==> src/rtl/multicycle_control_pkg.sv <==
// Shared definitions for the multi-cycle MIPS control FSM.
// Contents: opcode constants, ALUOp codes (these must match the values
// decoded by the ALU control block), ALUSrcB / PCSource select encodings,
// the 4-bit state encoding, and the packed control-word type.
package multicycle_control_pkg;

    // Instruction opcodes (instruction[31:26])
    localparam logic [5:0] OP_R    = 6'b000000;
    localparam logic [5:0] OP_LW   = 6'b100011;
    localparam logic [5:0] OP_SW   = 6'b101011;
    localparam logic [5:0] OP_BEQ  = 6'b000100;
    localparam logic [5:0] OP_J    = 6'b000010;
    localparam logic [5:0] OP_ADDI = 6'b001000;
    localparam logic [5:0] OP_ORI  = 6'b001101;

    // ALUOp codes consumed by the ALU control decoder
    localparam logic [2:0] ALUOP_ADD   = 3'b100;
    localparam logic [2:0] ALUOP_OR    = 3'b101;
    localparam logic [2:0] ALUOP_FUNCT = 3'b111;
    localparam logic [2:0] ALUOP_SUB   = 3'b001;

    // ALU B-operand select
    localparam logic [1:0] SRCB_B       = 2'b00;
    localparam logic [1:0] SRCB_FOUR    = 2'b01;
    localparam logic [1:0] SRCB_IMM     = 2'b10;
    localparam logic [1:0] SRCB_IMM_SH2 = 2'b11;

    // PC source select
    localparam logic [1:0] PCSRC_ALU    = 2'b00;
    localparam logic [1:0] PCSRC_ALUOUT = 2'b01;
    localparam logic [1:0] PCSRC_JUMP   = 2'b10;

    // FSM state encoding (codes 12..15 are unreachable)
    localparam logic [3:0] ST_FETCH        = 4'd0;
    localparam logic [3:0] ST_DECODE       = 4'd1;
    localparam logic [3:0] ST_MEM_ADDR     = 4'd2;
    localparam logic [3:0] ST_MEM_READ     = 4'd3;
    localparam logic [3:0] ST_MEM_WB       = 4'd4;
    localparam logic [3:0] ST_MEM_WRITE    = 4'd5;
    localparam logic [3:0] ST_EXECUTE      = 4'd6;
    localparam logic [3:0] ST_R_COMPLETE   = 4'd7;
    localparam logic [3:0] ST_BRANCH       = 4'd8;
    localparam logic [3:0] ST_JUMP         = 4'd9;
    localparam logic [3:0] ST_IMM_EXEC     = 4'd10;
    localparam logic [3:0] ST_IMM_COMPLETE = 4'd11;

    // Full set of datapath control signals produced each cycle
    typedef struct packed {
        logic       pc_write;
        logic       pc_write_cond;
        logic       iord;
        logic       mem_read;
        logic       mem_write;
        logic       ir_write;
        logic       mem_to_reg;
        logic       reg_dst;
        logic       reg_write;
        logic       alu_src_a;
        logic [1:0] alu_src_b;
        logic [2:0] alu_op;
        logic [1:0] pc_source;
    } ctrl_t;

    localparam ctrl_t CTRL_NONE = 17'b0;

    // True for the opcodes this controller knows how to sequence
    function automatic logic is_legal_opcode(input logic [5:0] op);
        case (op)
            OP_R, OP_LW, OP_SW, OP_BEQ, OP_J, OP_ADDI, OP_ORI: is_legal_opcode = 1'b1;
            default:                                         is_legal_opcode = 1'b0;
        endcase
    endfunction

endpackage

==> src/rtl/multicycle_control.sv <==
// Main control FSM for the multi-cycle MIPS datapath.
// Ports:
//   clk, reset       - rising-edge clock, synchronous active-high reset
//   Opcode[5:0]      - IR opcode field, valid from DECODE onward
//   MemReady         - memory access completes this cycle
//   PCWrite .. PCSource - datapath enables and mux selects (Moore, except
//                      PCWrite/IRWrite in FETCH which follow MemReady)
//   IllegalOp        - sticky undefined-opcode flag
//   InstrCount       - retired-instruction counter, wraps
module multicycle_control
    import multicycle_control_pkg::*;
#(
    parameter int COUNT_WIDTH = 32
) (
    input  logic                   clk,
    input  logic                   reset,
    input  logic [5:0]             Opcode,
    input  logic                   MemReady,
    output logic                   PCWrite,
    output logic                   PCWriteCond,
    output logic                   IorD,
    output logic                   MemRead,
    output logic                   MemWrite,
    output logic                   IRWrite,
    output logic                   MemtoReg,
    output logic                   RegDst,
    output logic                   RegWrite,
    output logic                   ALUSrcA,
    output logic [1:0]             ALUSrcB,
    output logic [2:0]             ALUOp,
    output logic [1:0]             PCSource,
    output logic                   IllegalOp,
    output logic [COUNT_WIDTH-1:0] InstrCount
);

    logic [3:0]             state_r;
    logic [3:0]             state_next_s;
    logic                   retire_s;
    logic                   illegal_s;
    logic                   illegal_r;
    logic [COUNT_WIDTH-1:0] count_r;
    ctrl_t                  ctrl_s;
    ctrl_t                  ctrl_out_s;

    // Next-state logic; also flags retirement and illegal-opcode events
    always_comb begin
        state_next_s = ST_FETCH;
        retire_s     = 1'b0;
        illegal_s    = 1'b0;
        case (state_r)
            ST_FETCH: begin
                if (MemReady) begin
                    state_next_s = ST_DECODE;
                end else begin
                    state_next_s = ST_FETCH;
                end
            end
            ST_DECODE: begin
                if (!is_legal_opcode(Opcode)) begin
                    state_next_s = ST_FETCH;
                    illegal_s    = 1'b1;
                end else begin
                    case (Opcode)
                        OP_LW, OP_SW:    state_next_s = ST_MEM_ADDR;
                        OP_R:            state_next_s = ST_EXECUTE;
                        OP_BEQ:          state_next_s = ST_BRANCH;
                        OP_J:            state_next_s = ST_JUMP;
                        OP_ADDI, OP_ORI: state_next_s = ST_IMM_EXEC;
                        default:         state_next_s = ST_FETCH;
                    endcase
                end
            end
            ST_MEM_ADDR: begin
                // IR is frozen, so Opcode is still LW or SW here
                if (Opcode == OP_LW) begin
                    state_next_s = ST_MEM_READ;
                end else if (Opcode == OP_SW) begin
                    state_next_s = ST_MEM_WRITE;
                end else begin
                    state_next_s = ST_FETCH;
                end
            end
            ST_MEM_READ: begin
                if (MemReady) begin
                    state_next_s = ST_MEM_WB;
                end else begin
                    state_next_s = ST_MEM_READ;
                end
            end
            ST_MEM_WB: begin
                state_next_s = ST_FETCH;
                retire_s     = 1'b1;
            end
            ST_MEM_WRITE: begin
                if (MemReady) begin
                    state_next_s = ST_FETCH;
                    retire_s     = 1'b1;
                end else begin
                    state_next_s = ST_MEM_WRITE;
                end
            end
            ST_EXECUTE:      state_next_s = ST_R_COMPLETE;
            ST_R_COMPLETE: begin
                state_next_s = ST_FETCH;
                retire_s     = 1'b1;
            end
            ST_BRANCH, ST_JUMP: begin
                state_next_s = ST_FETCH;
                retire_s     = 1'b1;
            end
            ST_IMM_EXEC:     state_next_s = ST_IMM_COMPLETE;
            ST_IMM_COMPLETE: begin
                state_next_s = ST_FETCH;
                retire_s     = 1'b1;
            end
            default:         state_next_s = ST_FETCH;
        endcase
    end

    // State register, sticky illegal flag and retired-instruction counter
    always_ff @(posedge clk) begin
        if (reset) begin
            state_r   <= ST_FETCH;
            illegal_r <= 1'b0;
            count_r   <= {COUNT_WIDTH{1'b0}};
        end else begin
            state_r <= state_next_s;
            if (illegal_s) begin
                illegal_r <= 1'b1;
            end
            if (retire_s) begin
                count_r <= count_r + {{(COUNT_WIDTH-1){1'b0}}, 1'b1};
            end
        end
    end

    // Moore output decode from the state register
    always_comb begin
        ctrl_s = CTRL_NONE;
        case (state_r)
            ST_FETCH: begin
                ctrl_s.mem_read  = 1'b1;
                ctrl_s.iord      = 1'b0;
                ctrl_s.alu_src_a = 1'b0;
                ctrl_s.alu_src_b = SRCB_FOUR;
                ctrl_s.alu_op    = ALUOP_ADD;
                ctrl_s.pc_source = PCSRC_ALU;
                // PC+4 and the IR only load once the fetch data is back
                ctrl_s.ir_write  = MemReady;
                ctrl_s.pc_write  = MemReady;
            end
            ST_DECODE: begin
                // Precompute the branch target into ALUOut
                ctrl_s.alu_src_a = 1'b0;
                ctrl_s.alu_src_b = SRCB_IMM_SH2;
                ctrl_s.alu_op    = ALUOP_ADD;
            end
            ST_MEM_ADDR: begin
                ctrl_s.alu_src_a = 1'b1;
                ctrl_s.alu_src_b = SRCB_IMM;
                ctrl_s.alu_op    = ALUOP_ADD;
            end
            ST_MEM_READ: begin
                ctrl_s.mem_read = 1'b1;
                ctrl_s.iord     = 1'b1;
            end
            ST_MEM_WB: begin
                ctrl_s.reg_write  = 1'b1;
                ctrl_s.reg_dst    = 1'b0;
                ctrl_s.mem_to_reg = 1'b1;
            end
            ST_MEM_WRITE: begin
                ctrl_s.mem_write = 1'b1;
                ctrl_s.iord      = 1'b1;
            end
            ST_EXECUTE: begin
                ctrl_s.alu_src_a = 1'b1;
                ctrl_s.alu_src_b = SRCB_B;
                ctrl_s.alu_op    = ALUOP_FUNCT;
            end
            ST_R_COMPLETE: begin
                ctrl_s.reg_write  = 1'b1;
                ctrl_s.reg_dst    = 1'b1;
                ctrl_s.mem_to_reg = 1'b0;
            end
            ST_BRANCH: begin
                ctrl_s.alu_src_a     = 1'b1;
                ctrl_s.alu_src_b     = SRCB_B;
                ctrl_s.alu_op        = ALUOP_SUB;
                ctrl_s.pc_write_cond = 1'b1;
                ctrl_s.pc_source     = PCSRC_ALUOUT;
            end
            ST_JUMP: begin
                ctrl_s.pc_write  = 1'b1;
                ctrl_s.pc_source = PCSRC_JUMP;
            end
            ST_IMM_EXEC: begin
                ctrl_s.alu_src_a = 1'b1;
                ctrl_s.alu_src_b = SRCB_IMM;
                if (Opcode == OP_ORI) begin
                    ctrl_s.alu_op = ALUOP_OR;
                end else begin
                    ctrl_s.alu_op = ALUOP_ADD;
                end
            end
            ST_IMM_COMPLETE: begin
                ctrl_s.reg_write  = 1'b1;
                ctrl_s.reg_dst    = 1'b0;
                ctrl_s.mem_to_reg = 1'b0;
            end
            default: ctrl_s = CTRL_NONE;
        endcase
    end

    // Hold every control line low while reset is asserted
    always_comb begin
        if (reset) begin
            ctrl_out_s = CTRL_NONE;
        end else begin
            ctrl_out_s = ctrl_s;
        end
    end

    assign PCWrite     = ctrl_out_s.pc_write;
    assign PCWriteCond = ctrl_out_s.pc_write_cond;
    assign IorD        = ctrl_out_s.iord;
    assign MemRead     = ctrl_out_s.mem_read;
    assign MemWrite    = ctrl_out_s.mem_write;
    assign IRWrite     = ctrl_out_s.ir_write;
    assign MemtoReg    = ctrl_out_s.mem_to_reg;
    assign RegDst      = ctrl_out_s.reg_dst;
    assign RegWrite    = ctrl_out_s.reg_write;
    assign ALUSrcA     = ctrl_out_s.alu_src_a;
    assign ALUSrcB     = ctrl_out_s.alu_src_b;
    assign ALUOp       = ctrl_out_s.alu_op;
    assign PCSource    = ctrl_out_s.pc_source;
    assign IllegalOp   = illegal_r;
    assign InstrCount  = count_r;

endmodule

==> config.mk <==
export PLATFORM = sky130hd
export DESIGN_NAME = multicycle_control
export DESIGN_NICKNAME = d
export VERILOG_FILES = /design/src/rtl/multicycle_control_pkg.sv /design/src/rtl/multicycle_control.sv
export SDC_FILE = /design/constraint.sdc
export NUM_CORES = 1
export LEC_CHECK = 0
export ABC_AREA = 0
export CORE_MARGIN = 2
export CORE_UTILIZATION = 40
export DETAILED_ROUTE_END_ITERATION = 7
export PLACE_DENSITY = 0.77
export SLEW_MARGIN = 15
export SYNTH_ARGS = -nofsm -noshare
export SYNTH_HDL_FRONTEND = slang
export SYNTH_SLANG_ARGS = --single-unit
==> constraint.sdc <==
create_clock -name clk -period 2.68 [get_ports clk]
set_input_delay 0.268 -clock clk [delete_from_list [all_inputs] [get_ports clk]]
set_output_delay 0.268 -clock clk [all_outputs]
set_load 0.01 [all_outputs]
==> results of run 1 <==
## logic make-up (layout without fill, tap and decap cells)
logic type | count (synthesis) | in the layout | share of synthesized area
flops | 37 | 37 | 0.3509
simple gates | 140 | 140 | 0.3675
compound gates | 51 | 51 | 0.1482
fa+ha+maj | 1 | 1 | 0.005927
mux | 1 | 1 | 0.004742
buf+inv | 23 | 77 | 0.04387
xor+xnor | 19 | 19 | 0.07884
## flip-flops by register name, summed over array words and instances (netlist names)
name and count:
state_r 4, InstrCount 32, IllegalOp 1
## how the worst min path moves through the flow
stage,start,endpoint,slack [ns],cells past startpoint
floorplan,InstrCount[31],InstrCount[31],0.50,2
global placement,IllegalOp,IllegalOp,0.47,2
detailed placement,IllegalOp,IllegalOp,0.46,2
CTS,IllegalOp,IllegalOp,0.48,2
global route,IllegalOp,IllegalOp,0.52,2
finish,IllegalOp,IllegalOp,0.48,2
## metal layers
layer / vias up / part of all wire
met4: 0 / 0.010
li1: 1092 / -
met1: 1023 / 0.46
met5: - / 0
met2: 45 / 0.48
met3: 6 / 0.044
## metrics by stage
step | power, mW | instance area, µm²
5_1_grt | 1.076 | 2840
3_5_place_dp | 0.6540 | 2754
4_1_cts | 1.044 | 2840
3_3_place_gp | 0.6525 | 2754
2_1_floorplan | 0.6144 | 2111
6_report | 1.032 | 2840
## power by group through the flow
stage / sequential (mW) / clock [mW] / combinational [mW]
final: 0.554 / 0.390 / 0.0880
after detailed placement: 0.566 / 0 / 0.0876
after global routing: 0.554 / 0.427 / 0.0957
after floorplan: 0.566 / 0 / 0.0481
after global placement: 0.566 / 0 / 0.0862
after CTS: 0.554 / 0.402 / 0.0877
## cells in the mapped netlist (2+ instances only)
| library cell | n | area [µm²] |
|---|---|---|
| a21oi_1 | 21 | 105.1 |
| a31oi_1 | 4 | 25.02 |
| and2_1 | 3 | 18.77 |
| and3_1 | 4 | 25.02 |
| and4_1 | 2 | 17.52 |
| buf_2 | 2 | 10.01 |
| clkbuf_1 | 14 | 52.55 |
| dfxtp_1 | 37 | 740.7 |
| inv_1 | 6 | 22.52 |
| nand2_1 | 19 | 71.32 |
| nand2b_1 | 6 | 37.54 |
| nand3_1 | 11 | 55.05 |
| nand4_1 | 16 | 100.1 |
| nor2_1 | 36 | 135.1 |
| nor2b_1 | 4 | 25.02 |
| nor3_1 | 8 | 40.04 |
| nor4_1 | 3 | 18.77 |
| nor4b_1 | 2 | 17.52 |
| o21a_1 | 2 | 15.01 |
| o21ai_0 | 7 | 35.03 |
| o21bai_1 | 2 | 15.01 |
| o31ai_1 | 8 | 60.06 |
| or2_2 | 2 | 12.51 |
| or3_1 | 7 | 43.79 |
| or4_1 | 8 | 60.06 |
| xnor2_1 | 6 | 52.55 |
| xor2_1 | 13 | 113.9 |
## worst register-to-register path: stages, from the launching register on
cell	delay, ns
dfxtp_1	0.61
nor2_1	0.19
nor4_4	0.34
buf_4	0.28
nand2_2	0.16
or4_1	0.55
a21oi_1	0.14
## layout by cell type (no fill, tap or decap), drive strengths merged, types with 2 or more instances in the layout
cell | netlist | routed
xor2 | 13 | 13
nor4 | 5 | 5
o31ai | 8 | 8
inv | 6 | 6
nand2b | 6 | 6
clkdlybuf4s50 | 0 | 58
and3 | 4 | 4
o21bai | 2 | 2
xnor2 | 6 | 6
a21oi | 21 | 21
or2 | 2 | 2
dfxtp | 37 | 37
and4 | 2 | 2
o21ai | 7 | 7
nor2b | 4 | 4
or3 | 7 | 7
nor2 | 36 | 36
a31oi | 4 | 4
nor4b | 2 | 2
nand2 | 20 | 20
or4 | 8 | 8
nand4 | 17 | 17
and2 | 3 | 3
buf | 3 | 6
o21a | 2 | 2
nand3 | 11 | 11
nor3 | 8 | 8
clkbuf | 14 | 7
## area by class of cell
type / count / area [µm²]
inverters: 6 / 22.52
clock buffers: 7 / 86.33
well taps: 70 / 87.58
repair buffers: 64 / 625.6
flip-flops and latches: 37 / 740.7
multi-input cells: 212 / 1277
fillers: 524 / 2267
==> results.md, run 1 <==
* Core Util, Final at 0.5561
* Count of final max-slew check failures at 0
* Worst-path clk slew at 0.07 ns
* Setup repair bufs after CTS at 0
* Stages on worst setup path at 7
* Largest net degree at the start of global routing at 20
* Data arrival, critical path at 2.19 ns
* Async S/R FF share, synth at 0
* Die Area at 5874 µm²
* Count of final setup violators at 0
* Critical-path top delay cell: clkdlybuf4s50_1
* Final hold viol count at 0
* Psw at 0.2344 mW
* Number of synthesized register bits at 37
* Fin cells at 396
* Worst path cell trace: clkdlybuf4s50_1 > nor2b_1 > nand4_1 > a21oi_1 > a21oi_1 > nor3_1 > clkdlybuf4s50_1
* Worst path bufs/invs at 2
* Worst VDD drop at 296.3 µV
* Final hold slack at 0.4812 ns
* Total GRT Usage at 0.1811
* Mapped Nets at 282
* Clock Skews at ~0.0052 ns
* RD Place Congestion at 0.8379
* Worst-Margin Slew at 0.5876 ns
* Sink Count at 37
* Tcrit/Tclk final at 0.9161
* Switching share of total power at 0.2271
* Post-CTS Resized at 0
* CTS tree: yes
* Ys Warns at 0
* Clk pwr share at 0.378
* Required @ worst endpoint at 2.41 ns
* Power density over the cells at 363.4 nW/µm²
* Hpwl dp at 3728 µm
* Vias in the first global route at 1947
* Syn-to-layout area delta at 34.56%
* Sum Neg Setup Slack at 0 ns
* Cells after DPL at 389
* Inserted Diodes at 0
* Grt peak-use layer: met2
* Syn_area_per_cell at 7.760 µm²
* Rows at 26
* Worst setup SP type: input pin
* Leakage at about 0.92 nW
* R2R Path End: InstrCount[27]
* Slew margin rel. at 0.6029
* Vert. Die Dim at 76.64 µm
* Worst-Skew Late Latency at 0.28 ns
* Max-cap violations at 0
* Mapped cell area at 2111 µm²
* Vias/cell at between 5 and 6
* Longest Clk Path Bufs at 2
* Post-Syn Instances at between 200 and 300
* DRT iter0 DRCs at 71
* Post-route ant nets at 0
* Kind of critical path: in -> out
* Critical path destination: ALUOp[0]
* Starting Density at 0.4133
* Core area at a little over 5000 µm²
* Synth cell types at 46
* Worst reg2reg path depth at 6
* Die width at 76.64 µm
* GRT overflow at 0
* Drt drc at 0
* Hold Path Class: reg -> reg
* Met1 usage at 0.2199
* Ports at 59
* Largest stage delay, worst path at 0.61 ns
* Sequential element share of the synthesized area at 0.3509
* CP max FO at 7
* Internal power at 0.7978 mW
* Fmax at roughly 400 MHz
* Met2 Use GR at 0.3150
* Reg power frac at 0.537
* Most common flop cell mapped by yosys: dfxtp_1
* Initial antenna violation count at 0
* Tmin final at approximately 2.5 ns
* Nets at 336
* Critical path origin: Opcode[3]
* WL per Instance at about 13 µm
* CP top delay family: buffers and inverters
* Final WL at 5171 µm
* Final worst slack at 0.2248 ns
* Hold_buf cts at 0
* Clock Tree Root: clkbuf_8
* Comb pwr share at 0.085
* Setup WS pre-CTS at roughly 0.26 ns
* Run status: completed
* TritonRoute pass-1 iters at 5
* Cts bufs inserted at 5
* Input/output buffers at 58
* Worst reg2reg setup slack at between 0.3 and 0.4 ns
* Unrepaired setup endpoints after global routing: false
* Number of synthesized flops with an enable pin at 0
* H-tree Lvls at 2
* Met3 usage at 0.04502
* Crit. End Element: output pin
* Share of cells above drive strength 1 at 0.06135
* FF-to-FF Start: state_r[2]
* Via count at 2166
* First-pass GRT wire length at 8811 µm
Power figures use the tool's default switching activity.
==> inputs of run 2 (changes only) <==
--- a/config.mk
+++ b/config.mk
@@ -6,6 +6,7 @@
 export NUM_CORES = 1
 export LEC_CHECK = 0
 export ABC_AREA = 0
+export CORE_ASPECT_RATIO = 0.75
 export CORE_MARGIN = 2
 export CORE_UTILIZATION = 40
 export DETAILED_ROUTE_END_ITERATION = 7
==> results.md, run 2 (synthesized netlist as in run 1, its figures left out) <==
* Clock Skews at 0.005584 ns (+0.0004218 ns)
* Share of cells above drive strength 1 at 0.08408 (+0.02273)
* Required @ worst endpoint at 2.41 ns (about the same)
* Final WL at 5402 µm (+4.5%)
* Ports at 59 (unchanged)
* RD Place Congestion at 0.8948 (+6.8%)
* Tmin final at 2.387 ns (-0.06861 ns)
* Sink Count at 37 (unchanged)
* Nets at 342 (+1.8%)
* Post-route ant nets at 0 (unchanged)
* Count of final setup violators at 0 (unchanged)
* Tot Pwr at 1.159 mW (+12%)
* Via count at 2201 (+1.6%)
* Starting Density at 0.4237 (+0.01038)
* Worst path bufs/invs at 2 (unchanged)
* Sum Neg Setup Slack at 0 ns (unchanged)
* Drt drc at 0 (unchanged)
* Run status: completed
* Commonest cells after routing, fill and taps aside: clkdlybuf4s50_1 (58), dfxtp_1 (37), nor2_1 (36), a21oi_1 (21), nand2_1 (19)
* Inserted Diodes at 0 (unchanged)
* Most common cell after layout, fill and taps aside: clkdlybuf4s50_1
* Hpwl dp at 3926 µm (+5.3%)
* Fill cell count at 457 (-13%)
* CP top delay family: buffers and inverters
* Largest net degree at the start of global routing at 26 (+30%)
* Max FFs per register at 32 (unchanged)
* Post-CTS Resized at 0 (unchanged)
* Worst VDD drop at 231.2 µV (-22%)
* Power density over the cells at 396.6 nW/µm² (+9.1%)
* Unrepaired setup endpoints after global routing: false
* Worst-path clk slew at 0.08 ns (about the same)
* First-pass GRT wire length at 9052 µm (+2.7%)
* Fmax at 419.0 MHz (+2.9%)
* Multi-input logic area at 1277 µm² (unchanged)
* Count of final max-slew check failures at 0 (unchanged)
* WL per Instance at 13.34 µm (+2.1%)
* Core area at 4982 µm² (-2.4%)
* Die width at 87.88 µm (+15%)
* TritonRoute pass-1 iters at 4 (-1)
* CP max FO at 10 (+3)
* Critical-path top delay cell: clkdlybuf4s50_1
* Tcrit/Tclk final at 0.8905 (-0.02560)
* Crit. End Element: output pin
* Worst-Skew Late Latency at 0.29 ns (about the same)
* DRT iter0 DRCs at 124 (+75%)
* FF/Latch Area at 740.7 µm² (unchanged)
* Data arrival, critical path at 2.12 ns (-0.07 ns)
* Max-cap violations at 0 (unchanged)
* Vias in the first global route at 1902 (-2.3%)
* Worst-Margin Slew at 0.6171 ns (+0.02946 ns)
* Syn-to-layout area delta at 38.41%
* Worst setup SP type: register
* H-tree Lvls at 2 (unchanged)
* Hold_buf cts at 0 (unchanged)
* Final hold slack at 0.5053 ns (+0.02419 ns)
* Vert. Die Dim at 66.91 µm (-13%)
* Kind of critical path: reg -> out
* Worst path cell trace: buf_4 > nand2b_1 > nor4b_1 > clkdlybuf4s50_1
* Slew margin rel. at 0.5830 (-0.01991)
* Setup repair bufs after CTS at 0 (unchanged)
* Largest stage delay, worst path at 0.59 ns (-0.02 ns)
* CTS tree: yes
* Clock Tree Root: clkbuf_8
* Rows at 22 (-15%)
* Cts bufs inserted at 5 (unchanged)
* Hold Path Class: reg -> reg
* Total GRT Usage at 0.1950 (+0.01386)
* Input/output buffers at 58 (unchanged)
* Initial antenna violation count at 0 (unchanged)
* Vias/cell at 5.435 (-0.64%)
* Die Area at 5880 µm² (+0.11%)
* GRT overflow at 0 (unchanged)
* Final hold viol count at 0 (unchanged)
* Longest Clk Path Bufs at 2 (unchanged)
* Leakage at 0.9651 nW (+5.0%)
run 2: layer usage:
layer | vias up | global-route usage | part of all wire | routed length [µm]
met5 | - | 0 | 0 | 0
met4 | 0 | 0.04615 | 0.0078 | 42
met3 | 6 | 0.05328 | 0.052 | 283
met2 | 67 | 0.2803 | 0.42 | 2288
met1 | 1017 | 0.2853 | 0.52 | 2787
li1 | 1111 | - | - | -
run 2: worst paths after layout:
| kind | depth (start not counted) | start | to | slack (ns) |
|---|---|---|---|---|
| setup / recovery | 4 | state_r[1] | MemRead | 0.29 |
| hold / removal | 2 | InstrCount[16] | InstrCount[16] | 0.51 |
| setup reg to reg | 5 | state_r[0] | InstrCount[28] | 0.47 |
| hold reg to reg | 2 | InstrCount[16] | InstrCount[16] | 0.51 |
run 2: cell type report:
| type | instances | share of cell area |
|---|---|---|
| clock buffers | 6 | 0.02827 |
| clock inverters | 2 | 0.01285 |
| inverters | 6 | 0.007709 |
| multi-input cells | 212 | 0.4373 |
| flip-flops and latches | 37 | 0.2535 |
| well taps | 72 | 0.03084 |
| repair buffers | 70 | 0.2296 |
run 2: power breakdown:
group	total [mW]	switching [mW]	internal [mW]
Combinational	0.0893	0.0453	0.0439
Clock	0.514	0.211	0.303
Sequential	0.555	0.00370	0.552
run 2: metrics by stage:
stage	setup WS, ns	instances	utilization	area, µm²
2_1_floorplan	0.7237	272	-	2111
4_1_cts	0.2990	405	0.5864	2922
5_1_grt	0.1460	405	0.5864	2922
3_5_place_dp	0.3803	397	0.5623	2801
6_report	0.2934	405	0.5864	2922
3_3_place_gp	0.4012	397	0.5623	2801
run 2: worst register-to-register path, stage by stage (launching register included):
cell and delay, ns:
dfxtp_1 0.50, nor2b_1 0.16, nor4_4 0.34, nand4_2 0.39, or4_1 0.60, a21oi_1 0.15
==> inputs of run 3 (changes only) <==
--- a/config.mk
+++ b/config.mk
@@ -10,6 +10,7 @@
 export CORE_MARGIN = 2
 export CORE_UTILIZATION = 40
 export DETAILED_ROUTE_END_ITERATION = 7
+export GPL_ROUTABILITY_DRIVEN = 0
 export PLACE_DENSITY = 0.77
 export SLEW_MARGIN = 15
 export SYNTH_ARGS = -nofsm -noshare
==> results.md, run 3 (synthesized netlist as in run 1, its figures left out) <==
* Commonest cells after routing, fill and taps aside: clkdlybuf4s50_1 (58), dfxtp_1 (36), nor2_1 (36), a21oi_1 (21), nand2_1 (19)
* Hold path endpoint: InstrCount[28]
* Syn-to-layout area delta at 37.58%
* Vias in the first global route at 1922 (+1.1%)
* Cts bufs inserted at 5 (unchanged)
* Starting Density at 0.4237 (unchanged)
* Worst-path clk slew at 0.07 ns (about the same)
* Drt drc at 0 (unchanged)
* Met3 usage at 0.04213 (-0.01115)
* Crit. End Element: output pin
* Worst setup SP type: input pin
* Power density over the cells at 395.5 nW/µm² (-0.27%)
* Post-CTS Resized at 0 (unchanged)
* Reg power frac at 0.485 (+0.006)
* Grt peak-use layer: met2
* Run status: completed
* Clock Tree Root: clkbuf_8
* Core area at 4982 µm² (unchanged)
* Nets at 340 (-0.58%)
* TritonRoute pass-1 iters at 4 (unchanged)
* HP Start: InstrCount[28]
* Met2 Use GR at 0.2907 (+0.01042)
* DRT iter0 DRCs at 136 (+9.7%)
* Hpwl dp at 3921 µm (-0.13%)
* Tmin final at 2.326 ns (-0.06060 ns)
* Worst VDD drop at 259.8 µV (+12%)
* Slew margin rel. at 0.5724 (-0.01063)
* WL per Instance at 13.56 µm (+1.7%)
* Final hold viol count at 0 (unchanged)
* Max-cap violations at 0 (unchanged)
* Longest Clk Path Bufs at 2 (unchanged)
* CTS tree: yes
* Post-route ant nets at 0 (unchanged)
* Hold_buf cts at 0 (unchanged)
* Internal power at 0.8974 mW (-0.10%)
* Switching share of total power at 0.2187 (-0.006006)
* Fmax at 429.9 MHz (+2.6%)
* Count of final setup violators at 0 (unchanged)
* Required @ worst endpoint at 2.41 ns (about the same)
* GRT overflow at 0 (unchanged)
* Input/output buffers at 58 (unchanged)
* First-pass GRT wire length at 8852 µm (-2.2%)
* Ports at 59 (unchanged)
* Data arrival, critical path at 2.06 ns (-0.06 ns)
* Comb pwr share at 0.075 (-0.002)
* Worst reg2reg setup slack at 0.45 ns (-0.02 ns)
* Sum Neg Setup Slack at 0 ns (unchanged)
* Vias/cell at 5.409 (-0.46%)
* Count of final max-slew check failures at 0 (unchanged)
* Most common cell after layout, fill and taps aside: clkdlybuf4s50_1
* Sink Count at 37 (unchanged)
* Inserted Diodes at 0 (unchanged)
* Hold path depth at 2 (unchanged)
* CP max FO at 6 (-4)
* H-tree Lvls at 2 (unchanged)
* Vert. Die Dim at 66.91 µm (unchanged)
* Unrepaired setup endpoints after global routing: false
* Met1 usage at 0.2731 (-0.01215)
* Clk pwr share at 0.440 (-0.004)
* Worst-Margin Slew at 0.6328 ns (+0.01574 ns)
* Via count at 2180 (-0.95%)
* Rows at 22 (unchanged)
* Total GRT Usage at 0.1913 (-0.003714)
* Tcrit/Tclk final at 0.8679 (-0.02261)
* Tot Pwr at 1.149 mW (-0.87%)
* Final WL at 5465 µm (+1.2%)
* Worst-Skew Late Latency at 0.29 ns (about the same)
* Share of cells above drive strength 1 at 0.07855 (-0.005534)
* Psw at 0.2513 mW (-3.5%)
* Clock Skews at 0.007402 ns (+0.001817 ns)
* Largest net degree at the start of global routing at 35 (+35%)
* Hold Path Class: reg -> reg
* Worst reg2reg path depth at 5 (unchanged)
* Die width at 87.88 µm (unchanged)
* Leakage at 0.9564 nW (-0.90%)
* Setup repair bufs after CTS at 0 (unchanged)
* R2R Path End: InstrCount[30]
* FF-to-FF Start: state_r[0]
* Fill cell count at 453 (-0.88%)
* Initial antenna violation count at 0 (unchanged)
* Max FFs per register at 32 (unchanged)
* Die Area at 5880 µm² (unchanged)
* Kind of critical path: in -> out
==> run 3: critical path, stage by stage <==
cell and delay [ns]:
clkdlybuf4s50_1 0.50, nor2b_1 0.24, nand4_1 0.12, a21oi_1 0.17
a21oi_1 0.06, nor3_1 0.15, clkdlybuf4s50_1 0.57
==> run 3: power groups by stage <==
| stage | clock network [mW] | logic [mW] | registers [mW] |
|---|---|---|---|
| final | 0.505 | 0.0857 | 0.558 |
| after global routing | 0.538 | 0.0924 | 0.558 |
| after CTS | 0.515 | 0.0850 | 0.557 |
| after detailed placement | 0 | 0.0847 | 0.570 |
| after global placement | 0 | 0.0838 | 0.570 |
| after floorplan | 0 | 0.0481 | 0.566 |
==> run 3: area by class of cell <==
cell class,instances,area (µm²),area share
multi-input combinational,212,1277,0.4399
clock buffer,7,86.33,0.02973
clock inverter,1,30.03,0.01034
tap,72,90.09,0.03102
inverter,6,22.52,0.007755
timing repair buffer,68,655.6,0.2258
sequential,37,742.0,0.2555
==> run 3: worst max-delay path by stage <==
stage                   from        endpoint  cells past startpoint
2_1_floorplan  InstrCount[4]  InstrCount[27]                      5
3_3_place_gp       Opcode[1]        ALUOp[0]                      7
3_5_place_dp      state_r[0]  InstrCount[30]                      5
4_1_cts           state_r[0]         MemRead                      4
5_1_grt           state_r[1]         MemRead                      3
6_report           Opcode[1]        ALUOp[0]                      7
==> run 3: layer usage <==
layer | vias up | share of wire
met5 | - | 0
met2 | 68 | 0.43
met3 | 7 | 0.059
met1 | 1006 | 0.50
met4 | 0 | 0.0088
li1 | 1099 | -
==> run 3: per-stage QoR <==
step | cells | utilization | area [µm²] | hold slack (ns) | worst slack (ns)
detailed placement | 395 | 0.5593 | 2786 | 0.4901 | 0.2477
CTS | 403 | 0.5826 | 2903 | 0.5029 | 0.2061
finish | 403 | 0.5829 | 2904 | 0.5021 | 0.3541
floorplan | 272 | - | 2111 | 0.4959 | 0.7237
global route | 403 | 0.5829 | 2904 | 0.5222 | 0.1550
global placement | 395 | 0.5593 | 2786 | 0.4897 | 0.3949
==> edit 1: new RTL, config.mk and constraints of run 1 <==
Reset style: asynchronous (`reset`), changed in one clocked block. Comments in the files are not updated.
--- a/src/rtl/multicycle_control.sv
+++ b/src/rtl/multicycle_control.sv
@@ -119,5 +119,5 @@
 
     // State register, sticky illegal flag and retired-instruction counter
-    always_ff @(posedge clk) begin
+    always_ff @(posedge clk or posedge reset) begin
         if (reset) begin
             state_r   <= ST_FETCH;
Function: differs if reset is asserted again (counterexample within 4 cycles, from zero or initial values and one cycle with reset high); with reset held inactive, the same outputs for 10 cycles.
==> edit 1 against run 1 <==
- routed wire length decreased by 13%
- synthesized area decreased by 1.6%
- setup slack got worse by 0.027 ns
- clock skew increased by 0.0022 ns
- sequential cell count unchanged
- non-clock buffer count decreased by 2
- final area decreased by 0.44%
- cell count decreased by 14%
- critical path type is now reg2out
Power is not compared: it rests on default switching activity, and its combinational part moved more than twofold at a synthesized area within 25%.
==> edit 1: results (changes against run 1) <==
| Metric | Value |
|---|---|
| Outcome | complete, no violations |
| Netlist cell types | 41 (-11%) |
| CP Max Fanout | 13 (+6) |
| GPL Wtd Cong | 0.8138 (-2.9%) |
| Wirelength per Cell | 13.19 um (+1.0%) |
| Post-synthesis mux area share | 0.01024 (+0.005499) |
| First-pass GRT wire length | 7.686 mm (-13%) |
| Adder-cell area share of the yosys netlist | 0.01084 (+0.004916) |
| Slew @ Worst Pin | 0.5426 ns (-0.04499 ns) |
| Final std cells w/o fill | 341 (-14%) |
| Seq/Total Area, Yosys | 0.4458 (+0.09486) |
| CP Data Arrival Time | 2.21 ns (+0.02 ns) |
| Hpwl dp | 3.350 mm (-10%) |
| Largest cells by area after synthesis | dfrtp_1 45%, xnor2_1 11%, nand2_1 3.4% |
| Vias in the first global route | 1669 (-14%) |
| Mapped Cells | 213 (-22%) |
| Slowest stage cell, crit path | dfrtp_1 |
| Most instantiated cells after synthesis | 37 x dfrtp_1, 27 x xnor2_1, 19 x nand2_1, 15 x nor2_1, 12 x nand3_1 |
| Filler cells | 461 (-12%) |
| Post-synthesis xor/xnor area fraction | 0.1392 (+0.06032) |
| Net Count, Synth | 223 (-21%) |
| Ys async rst share | 1.000 (+1.000) |
| Dpl cell area | 2711 um2 (-1.5%) |
| Clk pin slew, worst setup/hold paths | 0.07 ns (about the same) |
| Layout cells sized above 1 | 0.07749 (+0.01614) |
| Drt first pass iters | 4 (-1) |
| CP max stage delay | 0.52 ns (-0.09 ns) |
| Worst path top cell family by delay | simple AND/OR/NAND/NOR gates |
| Ant diodes | 0 (unchanged) |
| Cell count after placement | 333 (-14%) |
| Clock skew | 0.007354 ns (+0.002192 ns) |
| Final net count | 280 (-17%) |
| Synth Area in Compound Gates | 0.07108 (-0.07711) |
| Final core occ | 0.5572 (+0.001099) |
| Worst VDD drop | 0.2407 mV |
| Largest net degree at the start of global routing | 22 (+10%) |
| Via density | 5.232 (-4.4%) |
| Post-Place Worst Slack | 0.2466 ns (-0.008566 ns) |
| Initial DRC count | 68 (-4.2%) |
| GRT Resource Usage Total | 0.1615 (-0.01966) |
edit 1: layout make-up:
class                           count  share of cell area
Timing Repair Buffer               62              0.2159
Clock buffer                        7             0.03053
Multi-Input combinational cell    160              0.3792
Sequential cell                    37              0.3274
Clock inverter                      1             0.01062
Inverter                            4            0.005310
Tap cell                           70             0.03097
edit 1: routing by layer:
metal | GRT usage | up-vias | wire [um]
li1 | - | 873 | -
met3 | 0.04265 | 4 | 280
met4 | 0.06000 | 0 | 40
met2 | 0.2607 | 67 | 2149
met1 | 0.2093 | 840 | 2029
met5 | 0 | - | 0
edit 1: final timing paths:
check	from	to	slack, ns	cells after the start
max	state_r[2]	PCWrite	0.20	4
min	InstrCount[31]	InstrCount[31]	0.48	1
max reg2reg	state_r[1]	InstrCount[20]	0.41	5
min reg2reg	InstrCount[31]	InstrCount[31]	0.48	1
max in group asynchronous	reset	InstrCount[10]	1.79	3
min in group asynchronous	reset	InstrCount[25]	0.65	3
==> edit 2: new RTL, config.mk and constraints of run 1 <==
Without the edit above. The parameter `COUNT_WIDTH` goes from 32 to 64.
--- a/src/rtl/multicycle_control.sv
+++ b/src/rtl/multicycle_control.sv
@@ -11,5 +11,5 @@
     import multicycle_control_pkg::*;
 #(
-    parameter int COUNT_WIDTH = 32
+    parameter int COUNT_WIDTH = 64
 ) (
     input  logic                   clk,
Interface: changed (resized InstrCount); port bits go from 59 to 91. The function was not compared with the original's and may differ.
==> edit 2 against run 1 <==
- sequential cell count is 32 higher
- final area increased by 76%
- count of clock-buffer cells in the layout is 3 higher
- setup slack got worse by 0.091 ns
- total power is 100% higher
- cell count rose by 73%
- die area grew 69%
- non-clock buffer count up 49
- clock skew rose by 0.0092 ns
- via count grew 84%
- critical path depth fell by 2
- routed wire length increased by 100%
- sequential share of layout area increased by 1.7 points
- synthesized area rose by 73%
- critical endpoint is now InstrCount[61]
- highest routed layer unchanged
==> edit 2: results (changes against run 1) <==
| Metric | Value |
|---|---|
| Netlist cell types | 40 (-13%) |
| Fin Setup TNS | 0 ns (unchanged) |
| Routed wl met2 | 4.768 mm (+91%) |
| CTS H-tree lvls | 3 (+1) |
| Worst path top cell family by delay | simple AND/OR/NAND/NOR gates |
| # port buffers | 90 (+55%) |
| First-pass GRT wire length | 16.84 mm (+91%) |
| Final net count | 582 (+73%) |
| Filler cells | 835 (+59%) |
| Vias | 3984 (+84%) |
| Met3 wire length | 725 um (+220%) |
| CP max stage delay | 0.64 ns (+0.03 ns) |
| Met2 usage | 0.3222 (+0.007201) |
| Crit share post-route | 0.9500 (+0.03393) |
| Wirelength per Cell | 15.08 um (+15%) |
| Worst Hold Class | in2reg |
| Initial antenna violation count | 0 (unchanged) |
| GPL Wtd Cong | 0.8453 (+0.88%) |
| Ys async rst share | 0 (unchanged) |
| Cts bufs inserted | 9 (+4) |
| Outcome | complete, no violations |
| Pleak | 1.533 nW (+67%) |
| Top routing layer in use | met4 |
| Slowest stage cell, crit path | or4_4 |
| Clock skew | 0.01440 ns (+0.009237 ns) |
| Clk pin slew, worst setup/hold paths | 0.08 ns |
| Met1 WL | 4.639 mm (+93%) |
| Worst skew pair latency | 0.35 ns (+0.07 ns) |
| GRT Resource Usage Total | 0.2044 (+0.02328) |
| ANT nets after route | 0 (unchanged) |
| R2R Setup Slk | 0.13 ns (-0.21 ns) |
| Most instantiated cells after synthesis | 69 x dfxtp_1, 49 x a21oi_1, 46 x nor2_1 |
| Ant diodes | 0 (unchanged) |
| Worst VDD drop | 0.2339 mV (-21%) |
| Initial DRC count | 236 (+230%) |
| Post-Place Worst Slack | 0.06716 ns (-0.1880 ns) |
| Root buf cell | clkbuf_8 |
| Slew @ Worst Pin | 0.5945 ns (+0.006830 ns) |
| CP Max Fanout | 13 (+6) |
| Worst Reg-to-Reg Cells | 5 (-1) |
| Layout cells sized above 1 | 0.1057 (+0.04437) |
| Net Count, Synth | 481 (+71%) |
| Flip-flop count of the largest register after layout | 64 (+100%) |
| Met1 Resource Use GR | 0.2745 (+0.05464) |
| Hpwl dp | 7.227 mm (+94%) |
| Worst Hold Depth | 3 (+1) |
| Grt ovf | 0 (unchanged) |
| Largest cells by area after synthesis | dfxtp_1 38%, a21oi_1 6.7%, or3_1 5.7% |
| Grt met3 use | 0.04287 (-0.002157) |
| Vias in the first global route | 3671 (+89%) |
| Largest net degree at the start of global routing | 43 (+110%) |
| Seq/Total Area, Yosys | 0.3787 (+0.02781) |
| CTS Sinks | 69 (+86%) |
==> edit 2: cell count changes after synthesis, sizes merged, moves of 7 or more <==
cell,before,now
a21oi,21,49
clkbuf,14,21
dfxtp,37,69
nand2,20,33
nand3,11,23
nand4,17,27
nor2,36,46
nor4,5,13
o21ai,7,33
or3,7,33
or4,8,15
xnor2,6,16
==> edit 2: power breakdown <==
part,internal (W),switching [W]
registers,0.00103,0.00000162
clock network,0.000548,0.000412
logic,0.0000437,0.0000554
total,0.00162,0.000469
==> edit 2: cell families after synthesis <==
group | count (synthesis) | share of synthesized area
AO/OA/AOI/OAI | 104 | 0.1585
flip-flops | 69 | 0.3787
AND/OR/NAND/NOR | 236 | 0.3561
XOR/XNOR | 24 | 0.05763
buffers and inverters | 35 | 0.03945
multiplexers | 2 | 0.006175
adder cells (fa/ha/maj) | 1 | 0.003430
==> edit 2: worst paths after layout <==
path	startpoint	endpoint
worst max-delay path	InstrCount[22]	InstrCount[61]
worst min-delay path	reset	InstrCount[8]
worst max register to register	InstrCount[22]	InstrCount[61]
worst min register to register	IllegalOp	IllegalOp
==> edit 2: repair_timing <==
item,in CTS,in global routing
hold buffers,0,0
buffers inserted,0,4
gates resized for setup,0,7
setup endpoints to repair,0,2
==> edit 2: area by class of cell <==
cell class,instances,area share
flip-flops and latches,69,0.2779
repair buffers,113,0.2140
inverters,11,0.008269
clock inverters,6,0.01729
clock buffers,10,0.02756
multi-input cells,368,0.4280
well taps,108,0.02706
==> edit 2: through the flow <==
| step | area, um2 | hold WS, ns | instances |
|---|---|---|---|
| floorplan | 3647 | 0.4614 | 471 |
| global placement | 4718 | 0.4621 | 664 |
| detailed placement | 4718 | 0.4693 | 664 |
| CTS | 4942 | 0.4647 | 680 |
| global route | 4994 | 0.4931 | 685 |
| finish | 4994 | 0.4746 | 685 |
